`src/rtl/uart_tx.sv`:
```
// uart_tx: 8N1 UART transmitter with a small byte FIFO in front of the shifter.
//
// Each frame is a start bit (0), eight data bits LSB first, and a stop bit (1).
// Every bit lasts CLKS_PER_BIT clocks. Frames run back to back with no idle gap
// while the FIFO has bytes waiting.
//
// Ports
//   clk        : system clock, rising edge
//   rst_n      : asynchronous reset, ACTIVE-HIGH despite its name (1 = reset)
//   tx_data    : byte to enqueue
//   tx_valid   : producer request; a write happens on an edge where tx_valid && tx_ready
//   tx_ready   : FIFO has room and the block is out of reset (combinational)
//   sci_tx     : serial line, driven straight from a flop, idles at 1
//   tx_busy    : registered, 1 while a frame is on the line
//   fifo_count : bytes waiting in the FIFO, excluding the byte being shifted
module uart_tx #(
    parameter int CLKS_PER_BIT = 5208,
    parameter int FIFO_DEPTH   = 4
) (
    input  logic                          clk,
    input  logic                          rst_n,
    input  logic [7:0]                    tx_data,
    input  logic                          tx_valid,
    output logic                          tx_ready,
    output logic                          sci_tx,
    output logic                          tx_busy,
    output logic [$clog2(FIFO_DEPTH):0]   fifo_count
);

    localparam int PTR_W  = $clog2(FIFO_DEPTH);
    localparam int CNT_W  = PTR_W + 1;
    localparam int BAUD_W = $clog2(CLKS_PER_BIT);

    localparam logic [BAUD_W-1:0] BAUD_LAST = BAUD_W'(CLKS_PER_BIT - 1);
    localparam logic [CNT_W-1:0]  DEPTH_C   = CNT_W'(FIFO_DEPTH);
    localparam logic [CNT_W-1:0]  CNT_ZERO  = {CNT_W{1'b0}};
    localparam logic [CNT_W-1:0]  CNT_ONE   = CNT_W'(1);
    localparam logic [PTR_W-1:0]  PTR_ONE   = PTR_W'(1);
    localparam logic [BAUD_W-1:0] BAUD_ONE  = BAUD_W'(1);

    typedef enum logic [1:0] {
        ST_IDLE  = 2'd0,
        ST_START = 2'd1,
        ST_DATA  = 2'd2,
        ST_STOP  = 2'd3
    } state_t;

    logic [7:0]        mem_r [FIFO_DEPTH];
    logic [PTR_W-1:0]  wr_ptr_r;
    logic [PTR_W-1:0]  rd_ptr_r;
    logic [CNT_W-1:0]  count_r;

    state_t            state_r;
    logic [BAUD_W-1:0] baud_cnt_r;
    logic [2:0]        bit_cnt_r;
    logic [7:0]        shift_r;
    logic              sci_r;
    logic              busy_r;

    logic              ready_s;
    logic              push_s;
    logic              pop_s;
    logic              have_data_s;
    logic              bit_end_s;
    logic [7:0]        head_s;

    // FIFO handshake and the FSM's pop decision; the pop condition mirrors
    // exactly the FSM branches that load a new byte into the shifter.
    always_comb begin
        have_data_s = (count_r != CNT_ZERO);
        bit_end_s   = (baud_cnt_r == BAUD_LAST);
        head_s      = mem_r[rd_ptr_r];
        // rst_n is active-high: ready only when out of reset and not full.
        if (rst_n) begin
            ready_s = 1'b0;
        end else begin
            ready_s = (count_r < DEPTH_C);
        end
        push_s = tx_valid && ready_s;
        case (state_r)
            ST_IDLE: pop_s = have_data_s;
            ST_STOP: pop_s = have_data_s && bit_end_s;
            default: pop_s = 1'b0;
        endcase
    end

    // FIFO storage; contents need no reset because the pointers define validity.
    always_ff @(posedge clk) begin
        if (push_s) begin
            mem_r[wr_ptr_r] <= tx_data;
        end
    end

    // FIFO pointers and occupancy; pointers wrap naturally at the power-of-2 depth.
    always_ff @(posedge clk or posedge rst_n) begin
        if (rst_n) begin
            wr_ptr_r <= {PTR_W{1'b0}};
            rd_ptr_r <= {PTR_W{1'b0}};
            count_r  <= CNT_ZERO;
        end else begin
            if (push_s) begin
                wr_ptr_r <= wr_ptr_r + PTR_ONE;
            end
            if (pop_s) begin
                rd_ptr_r <= rd_ptr_r + PTR_ONE;
            end
            case ({push_s, pop_s})
                2'b10:   count_r <= count_r + CNT_ONE;
                2'b01:   count_r <= count_r - CNT_ONE;
                default: count_r <= count_r;
            endcase
        end
    end

    // Transmit FSM; sci_tx and tx_busy come straight from these flops.
    always_ff @(posedge clk or posedge rst_n) begin
        if (rst_n) begin
            state_r    <= ST_IDLE;
            baud_cnt_r <= {BAUD_W{1'b0}};
            bit_cnt_r  <= 3'd0;
            shift_r    <= 8'h00;
            sci_r      <= 1'b1;
            busy_r     <= 1'b0;
        end else begin
            case (state_r)
                ST_IDLE: begin
                    sci_r      <= 1'b1;
                    busy_r     <= 1'b0;
                    baud_cnt_r <= {BAUD_W{1'b0}};
                    if (have_data_s) begin
                        shift_r <= head_s;
                        sci_r   <= 1'b0;
                        busy_r  <= 1'b1;
                        state_r <= ST_START;
                    end
                end
                ST_START: begin
                    if (bit_end_s) begin
                        baud_cnt_r <= {BAUD_W{1'b0}};
                        sci_r      <= shift_r[0];
                        bit_cnt_r  <= 3'd0;
                        state_r    <= ST_DATA;
                    end else begin
                        baud_cnt_r <= baud_cnt_r + BAUD_ONE;
                    end
                end
                ST_DATA: begin
                    if (bit_end_s) begin
                        baud_cnt_r <= {BAUD_W{1'b0}};
                        if (bit_cnt_r == 3'd7) begin
                            sci_r   <= 1'b1;
                            state_r <= ST_STOP;
                        end else begin
                            // shift_r[1] is the bit that becomes shift_r[0] after this shift.
                            shift_r   <= {1'b0, shift_r[7:1]};
                            sci_r     <= shift_r[1];
                            bit_cnt_r <= bit_cnt_r + 3'd1;
                        end
                    end else begin
                        baud_cnt_r <= baud_cnt_r + BAUD_ONE;
                    end
                end
                ST_STOP: begin
                    if (bit_end_s) begin
                        baud_cnt_r <= {BAUD_W{1'b0}};
                        if (have_data_s) begin
                            // Chain straight into the next start bit: no idle gap.
                            shift_r <= head_s;
                            sci_r   <= 1'b0;
                            state_r <= ST_START;
                        end else begin
                            busy_r  <= 1'b0;
                            state_r <= ST_IDLE;
                        end
                    end else begin
                        baud_cnt_r <= baud_cnt_r + BAUD_ONE;
                    end
                end
                default: begin
                    state_r <= ST_IDLE;
                    sci_r   <= 1'b1;
                    busy_r  <= 1'b0;
                end
            endcase
        end
    end

    assign tx_ready   = ready_s;
    assign sci_tx     = sci_r;
    assign tx_busy    = busy_r;
    assign fifo_count = count_r;

endmodule

```
`config.mk`:
```
export PLATFORM = sky130hd
export DESIGN_NAME = uart_tx
export DESIGN_NICKNAME = d
export VERILOG_FILES = /design/src/rtl/uart_tx.sv
export SDC_FILE = /design/constraint.sdc
export NUM_CORES = 1
export LEC_CHECK = 0
export ABC_AREA = 1
export CORE_MARGIN = 2
export CORE_UTILIZATION = 35
export DETAILED_ROUTE_END_ITERATION = 6
export GPL_TIMING_DRIVEN = 0
export PLACE_DENSITY = 0.52
export SYNTH_ARGS = -nofsm -noshare
export SYNTH_HDL_FRONTEND = slang
export SYNTH_SLANG_ARGS = --single-unit
```
`constraint.sdc`:
```
create_clock -name clk -period 6.2 [get_ports clk]
set_clock_uncertainty 0.15 [all_clocks]
set_input_delay 0.93 -clock clk [delete_from_list [all_inputs] [get_ports clk]]
set_output_delay 0.93 -clock clk [all_outputs]
set_load 0.02 [all_outputs]
```
==> metrics.cfg, run 1 <==
[final_layout]
layout_commonest_cell=nand2_1
num_antenna_cells=0
num-nets-final=421
final_cell_area_um2=3816
final_cell_mix=nand2_1, inv_1, nand3_1
drive_gt1_share_pct=9.227
area_growth_syn_to_layout_pct=16.10
finish.utilization_pct=41.50

[setup_path]
cp-startpoint=rst_n
r2r-start=baud_cnt_r[0]
crit_cells=3
critical-path-top-delay-family=buffers and inverters
r2r_slack_ns=3.66
critPathLaunchType=primary input
arrival_ns=2.12
cp_max_fo=2
crit_end=tx_ready
r2r_end=fifo_count[2]
cpPeakStageDelay_ns=0.62
cpMaxStageDelayCell=clkdlybuf4s50_1
path_cells=clkdlybuf4s50_1 -> nor2_1 -> clkdlybuf4s50_1
cp-end-kind=primary output
r2r.worst_path.cells=15
cp.required_ns=5.12
path_common_cell=clkdlybuf4s50_1
worst-path-buf-inv=2
critPathKind=primary input to primary output

[pwr]
leakagePower_uw=0.001741
intPower_uw=1047
power_frac_seq_pct=35.4
vdd_drop_max_mv=0.1516
clkPwrFrac_pct=24.5
p_switching_uw=695.8
power-per-cell-area_nw_per_um2=456.7
switching_share_pct=39.93
finalPower_uw=1743
power_frac_comb_pct=40.1

[yosys]
synth_area_um2=3287
syn_inst=369
synth_cell_types=27
postSynth.asyncResetShare_pct=52.24
ys.flop_type=dfrtp_1
ys_ff_latch=67
ys_seq_area_share_pct=55.92
synth_nets=394
synth_edf_count=32
yosysWarnings=0
synth.avg_cell_area_um2=8.908

[timing]
setup_viol=0
drv_slew=0
fin_crit_sh_pct=51.63
min_period_ns=3.201
rsz0062_at_grt=false
fin_tns_setup_ns=0
finalHoldViolations=0
tightest_slew_ns=0.8002
fmax_mhz=312.4
slew_headroom_pct=46.45

[clocking]
cts_sinks=67
cts-root-buf=clkbuf_8
cts_buffer_depth=2
cts.repair.resized=0
cts_buffers=9
insertion_delay_ns=0.35
cts_tree=built
post_cts_buffers=0
clkTransAtPathRegs_ns=0.08
htreeDepth=3
postCtsHoldBufs=0

[flow_run]
drv_cap=0

[floorplan]
num_rows=35
ios=17
die_y_um=100.9
coreArea_um2=9196
die_area_um2=10180
die_w_um=100.9
start_util_pct=35.74

[route]
drc_errors=0
antenna_left=0
routedWlPerCell_um=12.30
drt_iter0_drc=115
wirelength_um=6298
dr_total_vias=2385
viasPerCell=4.658
first_pass_iters=4

[global_route]
gr-total-overflow=0
grt_use_total_pct=14.15
grt_pass1_wl_um=11040
grt_max_degree=36
grt_pass1_vias=2264
grt_antenna_before_repair=0

[outcome]
status=finished, final reports clean

[place]
dp_hpwl_um=4430
gp_congestion=0.7874
port_buffers=16
placed_area_um2=3586

[min_path]
holdCritPathClass=flip-flop to flip-flop

-- worst min-delay path: cells and delay by family, from the launching register on --
family / cells / cell delay (ns)
AND/OR/NAND/NOR: 2 / 0.09
flip-flops: 1 / 0.38
-- per-layer routing --
layer / vias to the layer above / wire (um) / GRT usage [%]
met3: 7 / 190 / 3.398
met4: 0 / 97 / 5.925
met2: 25 / 3011 / 22.77
met5: - / 0 / 0
met1: 1119 / 2998 / 18.30
li1: 1234 / - / -
-- flip-flops by register name (all words and copies together), names as in the netlist --
register	cells
baud_cnt_r	13
rd_ptr_r	2
tx_busy	1
state_r	2
sci_tx	1
fifo_count	3
bit_cnt_r	3
wr_ptr_r	2
shift_r	8
mem_r	32
-- metrics by stage --
| step | setup slack [ns] | hold WS (ns) | std cells |
|---|---|---|---|
| floorplan | 3.622 | 0.2917 | 369 |
| global placement | 3.041 | 0.3049 | 496 |
| detailed placement | 2.993 | 0.3063 | 496 |
| CTS | 2.993 | 0.3183 | 512 |
| global route | 2.959 | 0.3542 | 512 |
| finish | 2.999 | 0.3164 | 512 |
-- worst min-delay path by stage --
| stage | from | endpoint | cells past startpoint |
|---|---|---|---|
| after floorplan | shift_r[2] | shift_r[2] | 2 |
| after global placement | shift_r[4] | shift_r[4] | 2 |
| after detailed placement | sci_tx | sci_tx | 2 |
| after CTS | sci_tx | sci_tx | 2 |
| after global routing | shift_r[3] | shift_r[3] | 2 |
| final | sci_tx | sci_tx | 2 |
-- cell type report --
class | instances | area (um^2)
plain buffers | 6 | 37.54
clock buffers | 9 | 123.9
clock inverters | 7 | 106.4
fillers | 906 | 5380
inverters | 47 | 178.9
multi-input cells | 249 | 1232
flip-flops and latches | 67 | 1838
well taps | 111 | 138.9
repair buffers | 16 | 160.2
-- cells in the mapped netlist, types with 2 or more instances --
cell type / n / area share [%]
a21oi_1: 11 / 1.7
buf_2: 3 / 0.46
buf_4: 3 / 0.69
dfrtp_1: 34 / 26
edfxtp_1: 32 / 29
ha_1: 13 / 4.9
inv_1: 43 / 4.9
inv_2: 3 / 0.34
nand2_1: 118 / 13
nand2_2: 2 / 0.38
nand3_1: 39 / 5.9
nand3_2: 2 / 0.61
nor2_1: 36 / 4.1
nor2_2: 2 / 0.38
nor3_1: 3 / 0.46
o21ai_0: 10 / 1.5
xnor2_1: 2 / 0.53
xor2_1: 4 / 1.1
-- cells by family after synthesis --
logic type                 synth area share [%]
DFF                                       55.92
AOI/OAI and AO/OA                         4.149
xor gates and xnor gates                  1.599
buffers and inverters                     6.585
and+or+nand+nor                           26.19
adders and majority gates                 5.558
-- power groups by stage --
stage	combinational (uW)	clock, uW	sequential, uW
after floorplan	517	0	632
after global placement	707	0	626
after detailed placement	712	0	625
after CTS	715	442	618
after global routing	819	460	631
final	699	427	617
(Power assumes the default switching activity.)
==> inputs of run 2 (changes only) <==
Settings changed: PLACE_DENSITY 0.52 to 0.54.
Clock period 6.2 ns to 2.7 ns, I/O delays scaled along.
==> metrics.cfg, run 2 (synthesized netlist as in run 1, its figures left out) <==
[outcome]
status=finished, final reports clean  ; unchanged

[place]
post-place-ws_ns=0.1578  ; was 2.993 ns
port_buffers=16  ; unchanged
placed_area_um2=3586  ; unchanged
dp_hpwl_um=4582  ; was 4430 um
gp_congestion=0.8099  ; was 0.7874

[setup_path]
critPathLaunchType=flip-flop  ; was primary input
arrival_ns=2.57  ; was 2.12 ns
cp.required_ns=2.77  ; was 5.12 ns
cp-end-kind=flip-flop  ; was primary output
critPathKind=flip-flop to flip-flop  ; was primary input to primary output
path_cells=ha_1 -> inv_1 -> a21oi_1 -> nand3_1 -> nand2_2 -> nand2_1 -> inv_1 -> ha_1 -> inv_1 -> fa_1 -> a21oi_1 -> o21ai_0 -> xnor2_1  ; was clkdlybuf4s50_1 -> nor2_1 -> clkdlybuf4s50_1
path_common_cell=inv_1  ; was clkdlybuf4s50_1
worst-path-buf-inv=3  ; was 2
cpMaxStageDelayCell=dfrtp_1  ; was clkdlybuf4s50_1
cp_max_fo=5  ; was 2
cpPeakStageDelay_ns=0.42  ; was 0.62 ns
critical-path-top-delay-family=adder cells  ; was buffers and inverters

[pwr]
power-per-cell-area_nw_per_um2=1065  ; was 456.7 nW/um^2
leakagePower_uw=0.001753  ; was 0.001741 uW
clkPwrFrac_pct=24.7  ; was 24.5%
switching_share_pct=38.98  ; was 39.93%
vdd_drop_max_mv=0.3727  ; was 0.1516 mV
power_frac_seq_pct=34.6  ; was 35.4%
power_frac_comb_pct=40.6  ; was 40.1%
p_switching_uw=1596  ; was 695.8 uW
intPower_uw=2498  ; was 1047 uW
finalPower_uw=4094  ; was 1743 uW

[global_route]
grt_pass1_wl_um=11180  ; was 11,040 um
grt_antenna_before_repair=0  ; unchanged
grt_use_total_pct=14.29  ; was 14.15%
grt_max_degree=36  ; unchanged
gr-total-overflow=0  ; unchanged
grt_pass1_vias=2368  ; was 2,264

[route]
viasPerCell=4.691  ; was 4.658
first_pass_iters=4  ; unchanged
wl_met2_um=3230  ; was 3011 um
wl_met3_um=194  ; was 190 um
top_layer=met4  ; unchanged
antenna_left=0  ; unchanged
routedWlPerCell_um=12.82  ; was 12.30 um
wirelength_um=6590  ; was 6298 um
dr_total_vias=2411  ; was 2,385
drt_iter0_drc=91  ; was 115
wl_met1_um=3111  ; was 2998 um
drc_errors=0  ; unchanged

[final_layout]
final_cell_area_um2=3844  ; was 3816 um^2
final_cell_mix=nand2_1, inv_1, nand3_1  ; unchanged
largest_register_ffs=32  ; unchanged
layout_commonest_cell=nand2_1  ; unchanged
num-nets-final=423  ; was 421
num_antenna_cells=0  ; unchanged
area_growth_syn_to_layout_pct=16.94  ; was 16.10%
drive_gt1_share_pct=9.926  ; was 9.227%
top_regs=mem_r (32), baud_cnt_r (13), shift_r (8)  ; unchanged
regMostFlops=mem_r  ; unchanged

[floorplan]
ios=17  ; unchanged
coreArea_um2=9196  ; unchanged
start_util_pct=35.74  ; unchanged
die_w_um=100.9  ; unchanged
die_y_um=100.9  ; unchanged
num_rows=35  ; unchanged
die_area_um2=10180  ; unchanged

[timing]
min_period_ns=2.493
fmax_mhz=401.2
fin_tns_setup_ns=0  ; unchanged
fin_crit_sh_pct=92.32
setup_ws_ns=0.2074  ; was 2.999 ns
tightest_slew_ns=0.8344  ; was 0.8002 ns
rsz0062_at_grt=false  ; unchanged
drv_slew=0  ; unchanged
setup_viol=0  ; unchanged
finalHoldViolations=0  ; unchanged
slew_headroom_pct=44.16  ; was 46.45%

[clocking]
cts_buffers=9  ; unchanged
cts-root-buf=clkbuf_8  ; unchanged
postCtsHoldBufs=0  ; unchanged
cts_tree=built  ; unchanged
insertion_delay_ns=0.34  ; was 0.35 ns
htreeDepth=3  ; unchanged
cts_buffer_depth=2  ; unchanged
cts_sinks=67  ; unchanged
clkTransAtPathRegs_ns=0.08  ; about the same

[flow_run]
drv_cap=0  ; unchanged

[min_path]
holdCritPathClass=flip-flop to flip-flop  ; unchanged

## run 2: cell types whose count changed in the layout (fill, tap and decap cells not counted)
cell,change
inv_6,-3
bufinv_16,+1
buf_4,+2
nand2_1,-1
clkinvlp_4,+1
nand2_2,+1
clkinv_2,+2
inv_8,-1
## run 2: layout make-up
cell class | instances | area [um^2]
timing repair buffer | 18 | 175.2
tap | 111 | 138.9
clock buffer | 9 | 123.9
multi-input combinational | 249 | 1235
clock inverter | 7 | 116.4
fill | 917 | 5353
inverter | 47 | 178.9
sequential | 67 | 1838
buffer | 6 | 37.54
## run 2: final timing paths
path | to | start | depth (start not counted) | slack, ns
worst max-delay path | fifo_count[2] | state_r[1] | 13 | 0.21
worst min-delay path | baud_cnt_r[0] | baud_cnt_r[0] | 1 | 0.31
worst max register to register | fifo_count[2] | state_r[1] | 13 | 0.21
worst min register to register | baud_cnt_r[0] | baud_cnt_r[0] | 1 | 0.31
max in group asynchronous | tx_busy | rst_n | 2 | 1.53
min in group asynchronous | rd_ptr_r[0] | rst_n | 2 | 0.39
## run 2: stage by stage
step                hold WS, ns  utilization (%)  instances
finish                   0.3144            41.80        514
global route             0.3414            41.80        514
CTS                      0.3206            41.61        512
detailed placement       0.3087            38.99        496
global placement         0.3046            38.99        496
floorplan                0.2917                -        369
## run 2: power groups by stage
stage,clock network [uW],registers [uW],logic (uW)
global placement,0,1440,1630
floorplan,0,1450,1190
finish,1010,1420,1660
detailed placement,0,1440,1650
global route,1080,1450,1910
CTS,1040,1420,1660
## run 2: routing by layer
| metal | track usage (%) | vias to the layer above |
|---|---|---|
| met3 | 4.230 | 5 |
| met5 | 0 | - |
| met1 | 17.94 | 1134 |
| met4 | 4.366 | 0 |
| li1 | - | 1239 |
| met2 | 23.79 | 33 |
## run 2: what timing repair did
item / CTS / global route
setup buffers: 0 / 2
endpoints found under the setup margin: 0 / 1
gates resized for setup: 0 / 1
==> inputs of run 3 (changes only) <==
Settings changed: ABC_AREA 1 to unset.
==> metrics.cfg, run 3 <==
[timing]
drv_slew=0  ; unchanged
slew_headroom_pct=48.69  ; was 44.16%
setup_viol=0  ; unchanged
min_period_ns=2.560  ; was 2.493 ns
finalHoldViolations=0  ; unchanged
rsz0062_at_grt=false  ; unchanged
fin_crit_sh_pct=94.81  ; was 92.32%
fmax_mhz=390.7  ; was 401.2 MHz
tightest_slew_ns=0.7685  ; was 0.8344 ns
hold_ws_ns=0.3564  ; was 0.3144 ns

[final_layout]
drive_gt1_share_pct=23.74  ; was 9.926%
layout_commonest_cell=edfxtp_1  ; was nand2_1
regMostFlops=mem_r  ; unchanged
n_fill_cell=805  ; was 917
num-nets-final=277  ; was 423
num_antenna_cells=0  ; unchanged
area_growth_syn_to_layout_pct=16.54  ; was 16.94%
largest_register_ffs=32  ; unchanged
final_cell_mix=edfxtp_1, dfrtp_1, clkdlybuf4s50_1  ; was nand2_1, inv_1, nand3_1
stdcell_count=365  ; was 514
finish.utilization_pct=42.15  ; was 41.80%
top_regs=mem_r (32), baud_cnt_r (13), shift_r (8)  ; unchanged

[setup_path]
cpMaxStageDelayCell=dfrtp_2  ; was dfrtp_1
arrival_ns=2.68  ; was 2.57 ns
cp-end-kind=flip-flop  ; unchanged
critPathKind=flip-flop to flip-flop  ; unchanged
cp_max_fo=5  ; unchanged
worst-path-buf-inv=1  ; was 3
path_cells=nor4_4 -> a41oi_2 -> nor3_2 -> ha_2 -> inv_1 -> fa_1 -> xor2_1 -> nor2_1 -> xor2_1  ; was ha_1 -> inv_1 -> a21oi_1 -> nand3_1 -> nand2_2 -> nand2_1 -> inv_1 -> ha_1 -> inv_1 -> fa_1 -> a21oi_1 -> o21ai_0 -> xnor2_1
cp.required_ns=2.82  ; was 2.77 ns
path_common_cell=xor2_1  ; was inv_1
critPathLaunchType=flip-flop  ; unchanged
cpPeakStageDelay_ns=0.46  ; was 0.42 ns
critical-path-top-delay-family=simple AND/OR/NAND/NOR gates  ; was adder cells

[clocking]
postCtsHoldBufs=0  ; unchanged
cts-root-buf=clkbuf_8  ; unchanged
htreeDepth=3  ; unchanged
cts_sinks=67  ; unchanged
insertion_delay_ns=0.34  ; about the same
cts_buffers=9  ; unchanged
clkTransAtPathRegs_ns=0.08  ; about the same
cts_buffer_depth=2  ; unchanged
cts_tree=built  ; unchanged

[yosys]
synth_most_common_cell=dfrtp_1  ; was nand2_1
yosysTopAreaCellShare_pct=30.46  ; was 29.23%
ys_seq_area_share_pct=58.27  ; was 55.92%
synth_largest_area_cell=edfxtp_1  ; unchanged
synth.area.top_cells=edfxtp_1, dfrtp_1, mux4_2  ; was edfxtp_1, dfrtp_1, nand2_1
ys.flop_type=dfrtp_1  ; unchanged
synth_nets=248  ; was 394
synth_area_um2=3154  ; was 3287 um^2
synth_commonest_cells=dfrtp_1, edfxtp_1, nor3_1  ; was nand2_1, inv_1, nand3_1
synth_edf_count=32  ; unchanged
syn_inst=223  ; was 369
synth_cell_types=44  ; was 27
postSynth.asyncResetShare_pct=52.24  ; unchanged
ys_ff_latch=67  ; unchanged
yosysWarnings=0  ; unchanged
synth.avg_cell_area_um2=14.14  ; was 8.908 um^2

[global_route]
grt_antenna_before_repair=0  ; unchanged
grt_pass1_vias=1823  ; was 2,368
grt_use_total_pct=12.18  ; was 14.29%
grt_pass1_wl_um=9315  ; was 11,180 um
gr-total-overflow=0  ; unchanged
grt_max_degree=36  ; unchanged

[place]
gp_congestion=0.7103  ; was 0.8099
dp_hpwl_um=3698  ; was 4582 um
numPlacedInstances=347  ; was 496
port_buffers=16  ; unchanged

[route]
antenna_left=0  ; unchanged
wirelength_um=5377  ; was 6590 um
dr_total_vias=1773  ; was 2,411
drt_iter0_drc=70  ; was 91
drc_errors=0  ; unchanged
first_pass_iters=4  ; unchanged
routedWlPerCell_um=14.73  ; was 12.82 um
viasPerCell=4.858  ; was 4.691

[pwr]
vdd_drop_max_mv=0.3997  ; was 0.3727 mV
leakagePower_uw=0.001446  ; was 0.001753 uW
power-per-cell-area_nw_per_um2=1016  ; was 1065 nW/um^2
finalPower_uw=3737  ; was 4094 uW

[floorplan]
num_rows=34  ; was 35
coreArea_um2=8721  ; was 9196 um^2
die_y_um=98.93  ; was 100.9 um
die_w_um=98.93  ; was 100.9 um
die_area_um2=9787  ; was 10,180 um^2
ios=17  ; unchanged
start_util_pct=36.17  ; was 35.74%

[outcome]
status=finished, final reports clean  ; unchanged

[min_path]
holdCritPathClass=flip-flop to flip-flop  ; unchanged

[flow_run]
drv_cap=0  ; unchanged

==> run 3: changes by cell type in the layout (fill, tap and decap cells not counted), sizes merged, moves of 11 or more <==
| cell | delta |
|---|---|
| nand2 | -113 |
| inv | -37 |
| nand3 | -36 |
| nor2 | -29 |
| mux2 | +17 |
| nor3 | +11 |
==> run 3: worst paths after layout <==
kind                                from             to  slack [ns]  cells after the start
max                        baud_cnt_r[5]  fifo_count[2]        0.14                      9
min                        baud_cnt_r[0]  baud_cnt_r[0]        0.36                      1
max reg2reg                baud_cnt_r[5]  fifo_count[2]        0.14                      9
min reg2reg                baud_cnt_r[0]  baud_cnt_r[0]        0.36                      1
max in group asynchronous          rst_n  baud_cnt_r[8]        1.46                      2
min in group asynchronous          rst_n    wr_ptr_r[0]        0.39                      2
==> run 3: logic make-up (layout without fill, tap and decap cells) <==
| logic type | count (synthesis) | after routing | share of synthesized area, % |
|---|---|---|---|
| compound gates | 18 | 18 | 4.324 |
| xor+xnor | 17 | 17 | 4.720 |
| fa+ha+maj | 14 | 14 | 5.792 |
| buf+inv | 19 | 53 | 2.935 |
| flops | 67 | 67 | 58.27 |
| mux | 26 | 26 | 13.05 |
| simple gates | 62 | 62 | 10.91 |
==> run 3: per-stage QoR <==
stage / setup WS (ns) / setup TNS (ns) / instance area [um^2]
final: 0.1402 / 0 / 3676
after global routing: 0.01698 / 0 / 3676
after CTS: 0.09127 / 0 / 3623
after detailed placement: 0.02526 / 0 / 3450
after global placement: -0.003544 / -0.003544 / 3450
after floorplan: 0.3130 / 0 / 3154
==> run 3: routing by layer <==
layer / wire [um] / up-vias / GRT usage [%]
li1: - / 883 / -
met1: 2667 / 861 / 16.93
met2: 2470 / 23 / 17.52
met3: 154 / 6 / 3.191
met4: 85 / 0 / 6.322
met5: 0 / - / 0
==> run 3: cell type report <==
| cell class | count | area, um^2 | share of cell area, % |
|---|---|---|---|
| inverters | 10 | 37.54 | 1.021 |
| plain buffers | 9 | 55.05 | 1.498 |
| clock buffers | 9 | 123.9 | 3.370 |
| clock inverters | 7 | 45.04 | 1.225 |
| flip-flops and latches | 67 | 1842 | 50.10 |
| well taps | 108 | 135.1 | 3.676 |
| repair buffers | 18 | 175.2 | 4.765 |
| multi-input cells | 137 | 1262 | 34.34 |
==> run 3: what timing repair did <==
item                       CTS  global route
setup endpoints to repair    1             1
resized for setup            1             9
setup buffers                0             2
pin swaps                    0             4
==> run 3: where the power goes <==
part | switching, uW | internal [uW] | leakage (uW)
sequential | 155 | 1310 | 0.000722
combinational | 710 | 841 | 0.000635
clock | 396 | 329 | 0.0000887
